## src/rtl/svc_rv_redirect_ctl.sv

```systemverilog
// Fetch redirect controller: ranks MEM/EX/ID redirect requests, drives the PC
// mux and per-stage flushes, and holds a winning redirect while the PC stalls.
module svc_rv_redirect_ctl #(
    parameter int XLEN  = 32,
    parameter int CNT_W = 32
) (
    input  logic             clk,
    input  logic             rst_n,

    input  logic             redir_mem,
    input  logic [XLEN-1:0]  target_mem,
    input  logic             redir_ex,
    input  logic [XLEN-1:0]  target_ex,
    input  logic             pred_id,
    input  logic [XLEN-1:0]  target_id,

    input  logic             pc_ready,

    output logic [1:0]       pc_sel,
    output logic [XLEN-1:0]  pc_target,
    output logic             flush_if,
    output logic             flush_id,
    output logic             flush_ex,
    output logic             pending,

    output logic [CNT_W-1:0] cnt_mem,
    output logic [CNT_W-1:0] cnt_ex,
    output logic [CNT_W-1:0] cnt_id
);

    localparam logic [1:0] PC_SEL_SEQUENTIAL = 2'd0;
    localparam logic [1:0] PC_SEL_PREDICTED  = 2'd1;
    localparam logic [1:0] PC_SEL_REDIRECT   = 2'd2;

    localparam logic [1:0] RANK_NONE = 2'd0;
    localparam logic [1:0] RANK_ID   = 2'd1;
    localparam logic [1:0] RANK_EX   = 2'd2;
    localparam logic [1:0] RANK_MEM  = 2'd3;

    localparam logic [CNT_W-1:0] CNT_ONE = {{(CNT_W-1){1'b0}}, 1'b1};

    logic            pend_valid_reg;
    logic [1:0]      pend_rank_reg;
    logic [XLEN-1:0] pend_target_reg;

    logic            pend_valid_next;
    logic [1:0]      pend_rank_next;
    logic [XLEN-1:0] pend_target_next;

    logic [1:0]      new_rank;
    logic [XLEN-1:0] new_target;
    logic            take_new;
    logic            pend_live;
    logic            eff_valid;
    logic [1:0]      eff_rank;
    logic [XLEN-1:0] eff_target;

    // Same-cycle arbitration: the oldest stage wins, younger requests are wrong-path.
    always_comb begin
        new_rank   = RANK_NONE;
        new_target = '0;
        if (redir_mem) begin
            new_rank   = RANK_MEM;
            new_target = target_mem;
        end else if (redir_ex) begin
            new_rank   = RANK_EX;
            new_target = target_ex;
        end else if (pred_id) begin
            new_rank   = RANK_ID;
            new_target = target_id;
        end
    end

    // A held entry is ignored while reset is asserted so the held redirect never leaks out.
    assign pend_live = pend_valid_reg && rst_n;

    // An invalid pending entry carries rank 0, so any real request beats it.
    always_comb begin
        take_new   = (new_rank != RANK_NONE) &&
                     (!pend_live || (new_rank >= pend_rank_reg));
        eff_valid  = take_new || pend_live;
        eff_rank   = RANK_NONE;
        eff_target = '0;
        if (take_new) begin
            eff_rank   = new_rank;
            eff_target = new_target;
        end else if (pend_live) begin
            eff_rank   = pend_rank_reg;
            eff_target = pend_target_reg;
        end
    end

    always_comb begin
        pc_sel    = PC_SEL_SEQUENTIAL;
        pc_target = '0;
        if (eff_valid) begin
            pc_target = eff_target;
            pc_sel    = (eff_rank == RANK_ID) ? PC_SEL_PREDICTED : PC_SEL_REDIRECT;
        end
    end

    // A replayed entry already flushed the pipe when it first won; only IF
    // needs killing again because it keeps fetching down the wrong path.
    assign flush_if = take_new || pend_live;
    assign flush_id = take_new && (new_rank >= RANK_EX);
    assign flush_ex = take_new && (new_rank == RANK_MEM);

    always_comb begin
        pend_valid_next  = 1'b0;
        pend_rank_next   = RANK_NONE;
        pend_target_next = '0;
        if (eff_valid && !pc_ready) begin
            pend_valid_next  = 1'b1;
            pend_rank_next   = eff_rank;
            pend_target_next = eff_target;
        end
    end

    always_ff @(posedge clk) begin
        if (!rst_n) begin
            pend_valid_reg  <= 1'b0;
            pend_rank_reg   <= RANK_NONE;
            pend_target_reg <= '0;
        end else begin
            pend_valid_reg  <= pend_valid_next;
            pend_rank_reg   <= pend_rank_next;
            pend_target_reg <= pend_target_next;
        end
    end

    assign pending = pend_valid_reg;

    // Win counters indexed by rank: 1=ID, 2=EX, 3=MEM.
    logic [CNT_W-1:0] cnt_reg [1:3];

    generate
        for (genvar gi = 1; gi <= 3; gi++) begin : g_cnt
            logic [CNT_W-1:0] cnt_next;

            always_comb begin
                cnt_next = cnt_reg[gi];
                if (take_new && (new_rank == 2'(gi))) begin
                    cnt_next = cnt_reg[gi] + CNT_ONE;
                end
            end

            always_ff @(posedge clk) begin
                if (!rst_n) begin
                    cnt_reg[gi] <= '0;
                end else begin
                    cnt_reg[gi] <= cnt_next;
                end
            end
        end
    endgenerate

    assign cnt_id  = cnt_reg[1];
    assign cnt_ex  = cnt_reg[2];
    assign cnt_mem = cnt_reg[3];

endmodule

```

## config.mk

```make
export PLATFORM = sky130hd
export DESIGN_NAME = svc_rv_redirect_ctl
export DESIGN_NICKNAME = d
export VERILOG_FILES = /design/src/rtl/svc_rv_redirect_ctl.sv
export SDC_FILE = /design/constraint.sdc
export NUM_CORES = 1
export LEC_CHECK = 0
export ABC_AREA = 1
export ABC_CLOCK_PERIOD_IN_PS = 2800
export BUFFER_PORTS_ARGS = -buffer_cell sky130_fd_sc_hd__buf_2
export CORE_UTILIZATION = 47
export CTS_CLUSTER_DIAMETER = 50
export CTS_CLUSTER_SIZE = 16
export DETAILED_ROUTE_END_ITERATION = 16
export PLACE_DENSITY_LB_ADDON = 0.05
export SYNTH_ARGS = -nofsm -noshare
export SYNTH_HDL_FRONTEND = slang
export SYNTH_SLANG_ARGS = --single-unit
```

## constraint.sdc

```tcl
create_clock -name clk -period 2.8 [get_ports clk]
set_input_delay 0.7 -clock clk [delete_from_list [all_inputs] [get_ports clk]]
set_output_delay 0.7 -clock clk [all_outputs]
set_load 0.005 [all_outputs]
```

== Yosys cells after proc, flatten, opt, wreduce, memory -nomap -nowiden ==
Memories as Yosys holds them, arrays and structs flattened.
Index checks and enable logic that the tools add are counted.
Cells by class
  add/subtract/negate cells: 3
  $lt $le $gt $ge: 2
  eq/ne operators: 4
  muxes and demuxes: 22
  bitwise gates (word level): 3
  reductions and logical operators: 13
Operator list (number)
  $mux 32: 12
  $add 32x1->32 const B: 3
  $mux 2: 6
  $logic_and 1x1->1: 7
  $eq 2x1->1 const B: 2
  $eq 2x2->1 const B: 2
  $mux 1: 4
  $or 1x1->1: 3
  $ge 2x2->1: 1
  $ge 2x2->1 const B: 1
  $logic_not 1->1: 2
  $logic_or 1x1->1: 2
  $reduce_and 2->1: 1
  $reduce_bool 2->1: 1
Storage, ports and cells
  bits in registers: 35
  RAM bits: 96
  bits of input ports: 102
  output and inout port bits: 134
  word-level logic and storage cells: 51
  memories kept: 1
Memories
  cnt_reg: words 3, bits a word 32, read ports 3, clocked after Yosys merged registers in 0, write ports 3, line 134  | logic [CNT_W-1:0] cnt_reg [1:3];

== Longest topological paths before layout ==
  depth after elaboration: 10
  mapped depth: 17
  depth with buffers taken out: 16

== Least setup slack after synthesis ==
Ideal clock, no wire load.
  path type: input -> output
  start: input port redir_mem
  end: output port pc_sel[1]
  arrival: 2229 ps
  data required time: 2100 ps
  slack: -129 ps
  stages: 15
  buffers on the path: 2
  cells stage by stage: buf_4 inv_2 nand2_2 inv_2 ha_1 inv_1 nand2_1 nand2_1 nand2_4 o21ai_2 buf_6 nand3_1 nand2_1 and2_1 nor2_1
On the way
  cells in the longest elaborated chain, start to end: 8
  elaborated cells between the ends (all ways): 10
  classes of those cells: order compare: 1; eq/ne: 1; mux: 4; reduce/logical: 4
RTL lines
  from (decl): line 10  | input logic redir_mem,
  $mux 2 *: line 62  | if (redir_mem) begin
  $ge 2x2->1: line 80  | (!pend_live || (new_rank >= pend_rank_reg));
  $logic_or 1x1->1: line 80
  $logic_and 1x1->1: line 79  | take_new = (new_rank != RANK_NONE) &&
  $mux 2: line 84  | if (take_new) begin
  $eq 2x1->1: line 98  | pc_sel = (eff_rank == RANK_ID) ? PC_SEL_PREDICTED : PC_SEL_REDIRECT;
  $mux 2: line 98
  $mux 2 *: line 96  | if (eff_valid) begin
  to (decl): line 19  | output logic [1:0] pc_sel,
Mark *: on every way between the ends. The rest lies on a longest branch, timed or not.

== Final worst setup path ==
  start: input port redir_ex
  end: register pend_target_reg[26]
On the way
  cells in the longest elaborated chain, start to end: 8
  elaborated cells between the ends (all ways): 12
  classes of those cells: order compare: 1; mux: 5; reduce/logical: 6
RTL lines
  from (decl): line 12  | input logic redir_ex,
  $mux 2: line 65  | end else if (redir_ex) begin
  $mux 2: line 62
  $ge 2x2->1: line 80
  $logic_or 1x1->1: line 80
  $logic_and 1x1->1: line 79
  $logic_or 1x1->1: line 81  | eff_valid = take_new || pend_live;
  $logic_and 1x1->1: line 112  | if (eff_valid && !pc_ready) begin
  $reduce_and 2->1 (no line)
  to (signal assigned): line 127  | pend_target_reg <= pend_target_next;
  to (decl): line 44  | logic [XLEN-1:0] pend_target_reg;
Several ways; a longest one is shown, not always the timed one.
A chain may end at the register's enable or synchronous reset.

==> metrics.log <==
INFO  metric status = complete, but fails checks
INFO  metric violations = setup timing
INFO  metric power_density = 458 mW/mm^2
INFO  metric layout-area-overhead-vs-synth = 44.9%
INFO  metric leak = 5.11 nW
INFO  metric grt_antenna_before_repair = 3
INFO  metric worstHoldEndpoint = pend_target_reg[14]$_SDFF_PN0_
INFO  metric port-buffer-count = 235
INFO  metric fin_util = 70.4%
INFO  metric cts_made_buffers = 17
INFO  metric worstMarginPinSlew = 743 ps
INFO  metric min_from = pend_target_reg[14]$_SDFF_PN0_
INFO  metric synth_sequential_area_ratio = 33.7%
INFO  metric global_route.usage.total = 30.0%
INFO  metric cts_num_sinks = 131
INFO  metric finalSetupViolations = 39
INFO  metric worst_r2r_startpoint = pend_rank_reg[0]$_SDFF_PN0_
INFO  metric post_synth_main_area_contributors = dfxtp_1 (34%), nand2_1 (17%), nor2_1 (13%), a21oi_1 (6.7%), nand3_1 (6.6%)
INFO  metric max_cap_viol_count = 0
INFO  metric max_freq = 0.339 GHz
INFO  metric grt_max_degree = 70
INFO  metric peakVddDrop = 0.429 mV
INFO  metric io_pins = 236
INFO  metric unrepaired_setup_endpoints_after_global_routing = true
INFO  metric die_height = 131 microns
INFO  metric setup.reg_to_reg.worst_slack = 60 ps
INFO  metric drv_slew = 0
INFO  metric synth-edff-count = 0
INFO  metric async_flop_share = 0%
INFO  metric placed_cells_incl_taps = 1,725
INFO  metric power = 5.16 mW
INFO  metric cts_tree = yes
INFO  metric crit-reg2reg-capture = pend_target_reg[26]$_SDFF_PN0_
INFO  metric synth_area = 0.00777 sq mm
INFO  metric grt_pass1_vias = 8,461
INFO  metric crit_path_max_incr_delay = 250 ps
INFO  metric min_delay_path_depth = 2
INFO  metric post_drt_wl_per_cell = 14.5 microns
INFO  metric clockBufferDepth = 2
INFO  metric fin_ws = -151 ps
INFO  metric hold_path.class = flip-flop to flip-flop
INFO  metric netlist_instances = 1,259
INFO  metric final_layout_size_suffix_gt1_share = 33.2%
INFO  metric clock-root-buffer = clkbuf_16
INFO  metric remaining_number_of_nets_flagged_by_the_antenna_check_after_routing = 0
INFO  metric dp_worst_setup_slack = -232 ps
INFO  metric globalplace.congestion = 0.927
INFO  metric postSynthRegisterBits = 131
INFO  metric netlist-cell-type-count = 37
INFO  metric via_count = 9,491
INFO  metric timing.final.hold_violations = 0
INFO  metric drc = 0
INFO  metric design.core.area = 0.0160 sq mm
INFO  metric layoutNonFillerInstCount = 1,835
INFO  metric min_period_over_period = 105%
INFO  metric cp_common_cell = buf_4
INFO  metric dieArea = 0.0171 sq mm
INFO  metric die_width = 131 microns
INFO  metric setup_tns = -4090 ps
INFO  metric r2r_cells = 20
INFO  metric crit_path_top_delay_cell = ha_4
INFO  metric relSlewSlack = 50.5%
INFO  metric critical_path.max_fanout = 7
INFO  metric top_cell_type_s_share_of_synthesized_area = 33.7%
INFO  metric crit_arrival = 3310 ps
INFO  metric layout.nets = 1,710
INFO  metric post-route-cell-area = 0.0113 sq mm
INFO  metric net_count_synth = 1,366
INFO  metric finalClockSkew = 8.18 ps
INFO  metric routed_wirelength = 26,600 microns
INFO  metric layout_min_cycle_time = 2950 ps
INFO  metric critPathLaunchType = primary input
INFO  metric num_rows = 46
INFO  metric cts.htree.levels = 4
INFO  metric synth_top_cells_by_count = nand2_1 (346), nor2_1 (278), dfxtp_1 (131), a21oi_1 (104), nand3_1 (103)
INFO  metric initial_core_util = 48.6%
INFO  metric ctsHoldBuffers = 0
INFO  metric synth_flop_cell = dfxtp_1
INFO  metric clkTransAtPathRegs = 60 ps
INFO  metric post_synth.cell_area_avg = 6.17 sq um
INFO  metric worst_hold_margin = 475 ps
INFO  metric detailedRoute.firstPassIterationCount = 5
INFO  metric dpl-instance-area = 0.00955 sq mm
INFO  metric detailed_place_hpwl = 17,400 microns
INFO  metric most_frequently_used_cell_type_in_the_post_synthesis_netlist = nand2_1
INFO  metric worstPathCellList = buf_12 -> buf_12 -> nor2_8 -> inv_4 -> ha_4 -> nand2_2 -> nand2_4 -> o21ai_4 -> buf_4 -> buf_12 -> nor2_4 -> nand2_1 -> buf_4 -> buf_4 -> buf_4 -> buf_4 -> buf_4 -> buf_4 -> buf_4 -> buf_4 -> buf_4 -> a21oi_2
INFO  metric vias_per_cell = 5.17
INFO  metric critPathKind = primary input to flip-flop
INFO  metric cp.required = 3150 ps
INFO  metric critical_path.endpoint_type = flip-flop
INFO  metric largest_register_ff_count = 96
INFO  metric yosysTopAreaCell = dfxtp_1
INFO  metric clock_latency = 430 ps
INFO  metric detailedRoute.firstIterationViolations = 631
INFO  metric global_route.overflow_total = 0
INFO  metric grt_pass1_wl = 40,100 microns
INFO  metric synthesis.yosys.warnings = 0
==> critical path: cells and delay by family <==
kind	cells	cell delay, ps
AOI/OAI and AO/OA	2	260
adders and majority gates	1	250
buffers and inverters	14	1690
and+or+nand+nor	5	380
==> area by class of cell <==
type / count / area (sq um)
clock buffer: 18 / 439
multi-input combinational: 977 / 4870
sequential: 131 / 2620
clock inverter: 14 / 184
inverter: 102 / 403
fill: 1377 / 4740
timing repair buffer: 374 / 2470
tap: 216 / 270
antenna: 3 / 7.51
==> routing by layer <==
metal  track usage, %  routed length [microns]  share of wire, %  vias to the layer above
met2             50.5                    12700                48                      352
li1                 -                        -                 -                     4741
met5                0                        0                 0                        -
met4             16.2                      976               3.7                        0
met3             5.94                     1580               5.9                       80
met1             35.9                    11300                43                     4318
==> kinds of logic (layout without fill, tap and decap cells) <==
logic type                 after synthesis  in the layout  share of synthesized area, %
and+or+nand+nor                        831            831                          47.3
xor gates and xnor gates                 8              8                         0.901
other                                    0              3                             0
adders and majority gates                5              5                         0.805
buffers and inverters                  151            508                          8.42
AOI/OAI and AO/OA                      133            133                          8.85
DFF                                    131            131                          33.7
==> power breakdown <==
part	internal (mW)	total [mW]	switching (mW)
sequential	1.90	1.92	0.0196
clock	1.51	2.37	0.867
combinational	0.437	0.868	0.432
==> placed cells by master, fill, tap and decap left out, types with 5 or more instances in the layout <==
| cell | synthesis | final |
|---|---|---|
| inv_1 | 94 | 93 |
| dfxtp_1 | 131 | 131 |
| nand2_1 | 346 | 317 |
| buf_2 | 8 | 226 |
| nor2_2 | 9 | 15 |
| nor2_4 | 2 | 25 |
| clkbuf_16 | 0 | 18 |
| xnor2_1 | 6 | 6 |
| nand2_2 | 4 | 31 |
| buf_12 | 0 | 8 |
| buf_6 | 8 | 13 |
| o21ai_0 | 17 | 17 |
| nand4_1 | 29 | 29 |
| nor2_1 | 278 | 249 |
| a21oi_1 | 104 | 99 |
| nand3_4 | 1 | 6 |
| clkinv_2 | 0 | 6 |
| nand3_2 | 31 | 28 |
| buf_4 | 4 | 123 |
| o21bai_1 | 5 | 5 |
| nor3_1 | 11 | 11 |
| a21oi_2 | 0 | 5 |
| a31oi_1 | 5 | 5 |
| nand3_1 | 103 | 101 |
==> worst max path at each step <==
stage | start | end | slack [ps] | cells past startpoint
3_5_place_dp | redir_ex | pc_target[11] | -230 | 13
4_1_cts | redir_ex | pc_sel[1] | -110 | 14
3_3_place_gp | redir_ex | pc_target[11] | -220 | 13
5_1_grt | redir_ex | pend_target_reg[26]$_SDFF_PN0_ | -260 | 22
2_1_floorplan | redir_ex | pc_sel[1] | -30 | 16
6_report | redir_ex | pend_target_reg[26]$_SDFF_PN0_ | -150 | 22
==> repair_timing <==
| action | 4_1_cts | 5_1_grt |
|---|---|---|
| gates resized for setup | 60 | 55 |
| setup endpoints to repair | 34 | 40 |
| pin swaps | 35 | 34 |
| cloned | 4 | 1 |
| buffers inserted | 59 | 13 |
Power figures use the tool's default switching activity.
